## src/rtl/ones_count_scheduler_if.sv

```systemverilog
// Request/response bundle between requesters and the shared ones-count scheduler.
// master: requester/consumer side; slave: the scheduler.
interface ones_count_scheduler_if #(
    parameter int unsigned REQS = 4,
    parameter int unsigned IDW  = 2
);
    logic [REQS-1:0]     req_valid;
    logic [REQS*127-1:0] req_data;
    logic [REQS-1:0]     req_ready;
    logic                rsp_valid;
    logic                rsp_ready;
    logic [IDW-1:0]      rsp_id;
    logic [6:0]          rsp_count;
    logic                busy;

    modport master (
        output req_valid, req_data, rsp_ready,
        input  req_ready, rsp_valid, rsp_id, rsp_count, busy
    );

    modport slave (
        input  req_valid, req_data, rsp_ready,
        output req_ready, rsp_valid, rsp_id, rsp_count, busy
    );
endinterface

```

## src/rtl/ones_count_scheduler.sv

```systemverilog
// Time-shares one 127-bit ones counter among REQS requesters (IDLE -> COUNT -> RESP).
// Define ONES_SCHED_FIXED_PRIO_EN to replace round-robin with fixed lowest-index priority.
module ones_count_scheduler #(
    parameter int unsigned REQS = 4,
    parameter int unsigned IDW  = 2
) (
    input logic                   clk,
    input logic                   rst_n,
    ones_count_scheduler_if.slave bus
);
    localparam int unsigned W = 127;

    typedef enum logic [1:0] {StIdle, StCount, StResp} state_e;

    state_e          state_q, state_d;
    logic [W-1:0]    word_q;
    logic [IDW-1:0]  id_q;
    logic [6:0]      count_q;
    logic [6:0]      count_sum;
    logic [IDW-1:0]  grant;
    logic [IDW-1:0]  cand;
    logic            grant_valid;
    logic [REQS-1:0] ready;

`ifndef ONES_SCHED_FIXED_PRIO_EN
    logic [IDW-1:0] rr_ptr_q;
`endif

    // First valid requester in search order; the search order is the only build difference.
    always_comb begin
        grant_valid = 1'b0;
        grant       = '0;
        cand        = '0;
        for (int unsigned k = 0; k < REQS; k++) begin
`ifdef ONES_SCHED_FIXED_PRIO_EN
            cand = IDW'(k);
`else
            cand = IDW'((32'(rr_ptr_q) + k) % REQS);
`endif
            if (!grant_valid && bus.req_valid[cand]) begin
                grant_valid = 1'b1;
                grant       = cand;
            end
        end
    end

    always_comb begin
        state_d = state_q;
        ready   = '0;
        unique case (state_q)
            StIdle: begin
                // Gated by rst_n so the strobe is low throughout reset.
                if (grant_valid && rst_n) begin
                    ready[grant] = 1'b1;
                    state_d      = StCount;
                end
            end
            StCount: state_d = StResp;
            StResp:  if (bus.rsp_ready) state_d = StIdle;
            default: state_d = StIdle;
        endcase
    end

    // Stand-in for the shared combinational ones counter, fed only by word_q.
    always_comb begin
        count_sum = '0;
        for (int i = 0; i < W; i++) begin
            count_sum = count_sum + {6'b0, word_q[i]};
        end
    end

    always_ff @(posedge clk or negedge rst_n) begin
        if (!rst_n) begin
            state_q <= StIdle;
            word_q  <= '0;
            id_q    <= '0;
            count_q <= '0;
        end else begin
            state_q <= state_d;
            if (state_q == StIdle && grant_valid) begin
                word_q <= bus.req_data[32'(grant) * W +: W];
                id_q   <= grant;
            end
            if (state_q == StCount) begin
                count_q <= count_sum;
            end
        end
    end

`ifndef ONES_SCHED_FIXED_PRIO_EN
    always_ff @(posedge clk or negedge rst_n) begin
        if (!rst_n) begin
            rr_ptr_q <= '0;
        end else if (state_q == StResp && bus.rsp_ready) begin
            rr_ptr_q <= (id_q == IDW'(REQS - 1)) ? '0 : id_q + 1'b1;
        end
    end
`endif

    assign bus.req_ready = ready;
    assign bus.rsp_valid = (state_q == StResp);
    assign bus.rsp_id    = id_q;
    assign bus.rsp_count = count_q;
    assign bus.busy      = (state_q != StIdle);

endmodule
```

## src/flat_wrapper.sv

```systemverilog
// flat-port wrapper written by rule: the top's interface ports become plain ports
module ones_count_scheduler_flat 
#(
    parameter int unsigned REQS = 4,
    parameter int unsigned IDW  = 2
)
  (clk, rst_n, bus_req_valid, bus_req_data, bus_rsp_ready, bus_req_ready, bus_rsp_valid, bus_rsp_id, bus_rsp_count, bus_busy);
  ones_count_scheduler_if #(.REQS(REQS), .IDW(IDW)) bus_i ();
  input logic clk;
  input logic rst_n;
  input wire logic [$bits(bus_i.req_valid)-1:0] bus_req_valid;
  input wire logic [$bits(bus_i.req_data)-1:0] bus_req_data;
  input wire logic [$bits(bus_i.rsp_ready)-1:0] bus_rsp_ready;
  output wire logic [$bits(bus_i.req_ready)-1:0] bus_req_ready;
  output wire logic [$bits(bus_i.rsp_valid)-1:0] bus_rsp_valid;
  output wire logic [$bits(bus_i.rsp_id)-1:0] bus_rsp_id;
  output wire logic [$bits(bus_i.rsp_count)-1:0] bus_rsp_count;
  output wire logic [$bits(bus_i.busy)-1:0] bus_busy;
  assign bus_i.req_valid = bus_req_valid;
  assign bus_i.req_data = bus_req_data;
  assign bus_i.rsp_ready = bus_rsp_ready;
  assign bus_req_ready = bus_i.req_ready;
  assign bus_rsp_valid = bus_i.rsp_valid;
  assign bus_rsp_id = bus_i.rsp_id;
  assign bus_rsp_count = bus_i.rsp_count;
  assign bus_busy = bus_i.busy;
  ones_count_scheduler #(.REQS(REQS), .IDW(IDW)) u_core (.clk(clk), .rst_n(rst_n), .bus(bus_i));
endmodule
```

## config.mk

```make
export PLATFORM = sky130hd
export DESIGN_NAME = ones_count_scheduler_flat
export DESIGN_NICKNAME = d
export VERILOG_FILES = /design/src/rtl/ones_count_scheduler_if.sv /design/src/rtl/ones_count_scheduler.sv /design/src/flat_wrapper.sv
export SDC_FILE = /design/constraint.sdc
export NUM_CORES = 1
export LEC_CHECK = 0
export BUFFER_PORTS_ARGS = -buffer_cell sky130_fd_sc_hd__buf_4
export CAP_MARGIN = 10
export CORE_AREA = 8 8 202 204
export CTS_CLUSTER_SIZE = 20
export DETAILED_ROUTE_END_ITERATION = 10
export DIE_AREA = 0 0 210 212
export GPL_TIMING_DRIVEN = 0
export PLACE_DENSITY = 0.59
export SETUP_SLACK_MARGIN = 0.5
export SYNTH_ARGS = -nofsm -noshare
export SYNTH_HDL_FRONTEND = slang
export SYNTH_SLANG_ARGS = --single-unit
```

## constraint.sdc

```tcl
create_clock -name clk -period 8.4 [get_ports clk]
set_input_delay 0.42 -clock clk [delete_from_list [all_inputs] [get_ports clk]]
set_output_delay 0.42 -clock clk [all_outputs]
set_load 0.02 [all_outputs]
```

=== Yosys cells after proc, flatten, opt, wreduce, memory -nomap -nowiden ===
Cells that the tools add are included.

* $add $sub $neg: 130
* Multipliers: 1
* Order comparisons: 6
* Equal/unequal tests: 5
* Shifts and indexed selects: 1
* Muxes and demuxes: 24
* Reduce and logical (&&, ||, !) cells: 13

{| class="wikitable"
|+ Operators with widths
! kind !! number
|-
| 7-bit by 1-bit adder with 7-bit output || 125
|-
| 508-bit by 10-bit variable part select with 127-bit output || 1
|-
| 2-bit by 3-bit < comparator with 1-bit output (second input constant) || 5
|-
| 2-bit two-way mux || 7
|-
| 2-bit by 7-bit multiplier with 9-bit output (second input constant) || 1
|-
| 1-bit two-way mux || 9
|-
| 1-bit binary-select mux with 2-bit select || 4
|-
| 4-bit two-way mux || 2
|-
| 1-bit logical AND || 7
|-
| 2-bit one-hot mux with 3 select lines || 1
|-
| 2-bit by 1-bit adder with 2-bit output (second input constant) || 2
|-
| 2-bit adder (second input constant) || 2
|-
| 2-bit equality test (second input constant) || 2
|-
| 1-bit zero test || 3
|-
| 1-bit by 1-bit adder with 2-bit output || 1
|-
| 1-bit demux with 2-bit select || 1
|-
| 2-bit by 1-bit equality test with 1-bit output (second input constant) || 1
|-
| 2-bit by 1-bit >= comparator with 1-bit output (second input constant) || 1
|-
| 2-bit zero test || 1
|-
| 2-bit by 1-bit != test with 1-bit output (second input constant) || 1
|-
| 2-bit != test (second input constant) || 1
|-
| 2-bit AND reduction || 1
|-
| 2-bit nonzero test || 1
|}

* Register bits after elaboration: 140
* Input bits: 515
* Output and inout bits: 15
* Word-level logic and storage cells: 185

=== Logic depth before layout (Yosys ltp) ===
* Word-level depth: 126
* Gate-level depth with buffers: 23
* Depth with buffers taken out: 23

=== Worst setup path before layout ===
No wires, ideal clock.

* Kind: register to register
* From: register u_core.word_q[120]
* To: register u_core.count_q[6] (netlist: u_core.bus.rsp_count[6])
* Arrival time: 6.743 ns
* Data required time: 8.278 ns
* Path slack: 1.535 ns
* Cell stages (with the launch flop): 23
* Clock period less this slack: 6.865 ns
* Path through: dfrtp_1 > fa_1 > inv_1 > fa_1 > inv_1 > fa_1 > fa_1 > inv_1 > fa_1 > fa_1 > inv_1 > fa_1 > inv_1 > fa_1 > fa_1 > fa_1 > inv_1 > ha_1 > fa_1 > a21o_1 > a311oi_1 > mux2i_1 > a21oi_1

* Word-level cells in the longest chain between the ends: 7

{| class="wikitable"
|+ RTL lines
! element !! line !! source
|-
| start: declaration || ones_count_scheduler.sv:16 || <nowiki>logic [W-1:0] word_q;</nowiki>
|-
| start signal: assignment || ones_count_scheduler.sv:81 || <nowiki>word_q <= bus.req_data[32'(grant) * W +: W];</nowiki>
|-
| 7-bit by 1-bit adder with 7-bit output (7 in a row) || ones_count_scheduler.sv:68 || <nowiki>count_sum = count_sum + {6'b0, word_q[i]};</nowiki>
|-
| end signal: assignment || ones_count_scheduler.sv:85 || <nowiki>count_q <= count_sum;</nowiki>
|-
| end: declaration || ones_count_scheduler.sv:18 || <nowiki>logic [6:0] count_q;</nowiki>
|}

No other way between the ends.
A chain may end at the register's enable or synchronous reset.

=== Worst setup path after layout ===
Ends and elaborated chain as after synthesis.

==> key figures <==
Run status
  – Outcome: finished, final reports clean

Detailed routing
  – WL met2: 28700 microns
  – Drt drc: 0
  – Routed via count: 13.4k
  – Post-Route WL: 57900 microns
  – Vias/cell: 5.32
  – Antenna-violating nets left: 0
  – DR WL/cell: 23.0 microns
  – Pre-antenna DRT Iters: 6
  – Initial DRC Count: 923
  – Max layer used: met5
  – Routed length on met3: 4220 microns
  – M1 WL: 23300 microns

GRT
  – GR Util All Layers: 25.2%
  – Largest net degree at the start of global routing: 83
  – Vias in the first global route: 14.4k
  – GR Overflow Total: 0
  – Initial antenna violation count: 3
  – Global-route wire length before repair: 85100 microns

Setup path
  – CP max FO: 2
  – Worst path required time: 8.70 ns
  – Largest stage delay, worst path: 0.53 ns
  – Kind of cell adding the most delay to the critical path: adder cells
  – CP startpoint kind: register
  – Reg2reg setup slack: 1.07 ns
  – Worst Setup End Kind: register
  – Worst Path Buf+Inv: 6
  – Crit path cell chain: fa_1 -> inv_1 -> fa_1 -> inv_1 -> fa_1 -> fa_1 -> inv_1 -> fa_1 -> fa_1 -> inv_1 -> fa_1 -> inv_1 -> fa_1 -> fa_1 -> fa_1 -> inv_1 -> ha_1 -> fa_1 -> a21o_1 -> a311oi_1 -> mux2i_1 -> a21oi_1
  – Worst path slowest cell: fa_1
  – Critical path type: reg2reg
  – Most used cell, CP: fa_1
  – WP data arrival: 7.63 ns

Logic synthesis
  – Synth Warn #: 0
  – Asr flop ratio synth: 100%
  – Syn Std Cell Area: 12500 sq um
  – Top_reg_cell synth: dfrtp_1
  – EDFF count, synth: 0
  – Register area share after synthesis: 28.1%
  – Nets in the synthesized netlist: 2097
  – Seq cells post-synth: 140
  – Synthesized area per cell: 8.65 sq um
  – Synth Instances: 1441
  – Post-synth cell types: 48

Clock network
  – CTS Root Cell: clkbuf_16
  – Hold-fix buffers at CTS: 1
  – Setup Fix Bufs, Post-CTS: 0
  – H-tree levels: 4
  – Clk_lat worst skew: 0.43 ns
  – Number of CTS-inserted buffers: 17
  – Clk slew on worst S/H paths: 0.07 ns
  – CTS resizes: 0
  – CTS tree: done
  – Clk buf depth: 2
  – CTS Sinks: 140

Place
  – IO Port Bufs: 526
  – Hpwl dp: 47900 microns
  – Placed cell count: 2486
  – Final Wtd Congestion: 0.894

Final layout
  – Layout cells sized above 1: 32.1%
  – Post-Layout Cell Count: 2520
  – FILL cells: 3815
  – Commonest non-fill, non-tap cells in the layout: 529 x buf_4, 254 x a31oi_1, 172 x inv_1
  – Nets@finish: 2645
  – Layout area overhead: 42.3%
  – Most common cell after layout, fill and taps aside: buf_4

STA
  – FMAX: 0.136 GHz
  – Tmin final: 7.33 ns
  – Tightest Pin Transition: 0.638 ns
  – Max Slew Vio Count: 0
  – Clock skew: 0.0137 ns
  – RSZ-0062 raised after global routing: false
  – Fin. Hold Viols: 0
  – Setup Total Neg Slack: 0 ns
  – Rel. slew slack: 57.5%
  – Fin crit share: 87.3%
  – Finish-stage setup viols: 0

Flow run
  – Max Cap Violations: 0

Hold path
  – Worst Hold Class: in2reg

Floorplanning
  – Num ports: 530
  – # rows: 72
  – Die area: 44500 sq um
  – Core area: 37900 sq um
  – Initial Util: 32.9%
  – Die X-Extent: 210 microns
  – Die Ht: 212 microns
## per-stage QoR
step           cell area [sq um]  util (%)  hold slack, ns  setup WS [ns]
5_1_grt                    17700      46.8           0.213          0.711
4_1_cts                    17700      46.7           0.177           1.03
3_5_place_dp               17100      45.1           0.431           1.06
3_3_place_gp               17100      45.0           0.468           1.10
2_1_floorplan              12500         -           0.124           1.54
6_report                   17700      46.8           0.200           1.07
## state kept, by name, summed over array words and instances (netlist names)
register,count
u_core.bus.rsp_id,2
u_core.word_q,127
u_core.state_q,2
u_core.bus.rsp_count,7
u_core.rr_ptr_q,2
## cells by family (layout without fill, tap and decap cells)
logic type | count (synthesis) | count (layout) | share of synthesized area [%]
flip-flops | 140 | 140 | 28.1
multiplexers | 5 | 5 | 0.442
AND/OR/NAND/NOR | 294 | 294 | 12.0
buffers and inverters | 319 | 878 | 11.1
adder cells (fa/ha/maj) | 141 | 141 | 21.0
XOR/XNOR | 4 | 4 | 0.281
other | 0 | 2 | 0
AO/OA/AOI/OAI | 538 | 538 | 27.1
## Yosys cell counts, types with 2 or more instances
library cell / n / area share [%]
clkbuf_1: 67 / 2.0
a21oi_1: 8 / 0.32
buf_2: 58 / 2.3
nand3_1: 2 / 0.080
nor2_1: 133 / 4.0
xor2_1: 2 / 0.14
fa_1: 114 / 18
buf_1: 5 / 0.15
xnor2_1: 2 / 0.14
nor2b_1: 5 / 0.25
o21ai_1: 5 / 0.20
buf_6: 11 / 0.99
dfrtp_1: 140 / 28
buf_4: 4 / 0.24
o31ai_1: 2 / 0.12
nand2b_1: 4 / 0.20
and3_1: 128 / 6.4
a22oi_1: 127 / 7.6
or3_1: 2 / 0.10
nand2_1: 11 / 0.33
a31oi_1: 254 / 13
o21ai_0: 129 / 5.2
inv_1: 172 / 5.2
ha_1: 27 / 2.7
a21o_1: 3 / 0.18
mux2_2: 4 / 0.36
## worst reg2reg max path, delay by kind of cell (launching register included)
| family | cells | cell delay (ns) |
|---|---|---|
| flops | 1 | 0.41 |
| mux | 1 | 0.22 |
| compound gates | 3 | 0.60 |
| fa+ha+maj | 12 | 5.63 |
| buf+inv | 6 | 0.34 |
## path summary, 6_finish.rpt
check                                             start                       to  depth (start not counted)
min in group asynchronous                         rst_n       u_core.word_q[102]                          2
worst max register to register       u_core.word_q[120]  u_core.bus.rsp_count[6]                         22
worst min register to register  u_core.bus.rsp_count[2]  u_core.bus.rsp_count[2]                          2
worst max-delay path                 u_core.word_q[120]  u_core.bus.rsp_count[6]                         22
max in group asynchronous                         rst_n        u_core.word_q[31]                          3
worst min-delay path                      bus_rsp_ready        u_core.state_q[1]                          2
## metal layers
layer  vias to the layer above  global-route usage [%]
met1                      6475                    30.6
met2                       583                    43.5
met5                         -                       0
met3                        75                    6.54
li1                       6260                       -
met4                         2                    7.63
## cell type report
class                   instances  area [sq um]  share of cell area, %
multi-input cells             982          7580                   42.7
repair buffers                529          4010                   22.6
flip-flops and latches        140          3500                   19.7
plain buffers                 147           734                   4.14
well taps                     518           648                   3.65
inverters                     172           646                   3.64
clock buffers                  19           453                   2.55
clock inverters                11           169                  0.952
diodes                          2          5.00                 0.0282
Power is not shown: default switching activity piles up to over one toggle a cycle in this logic, so the estimate is an artifact.
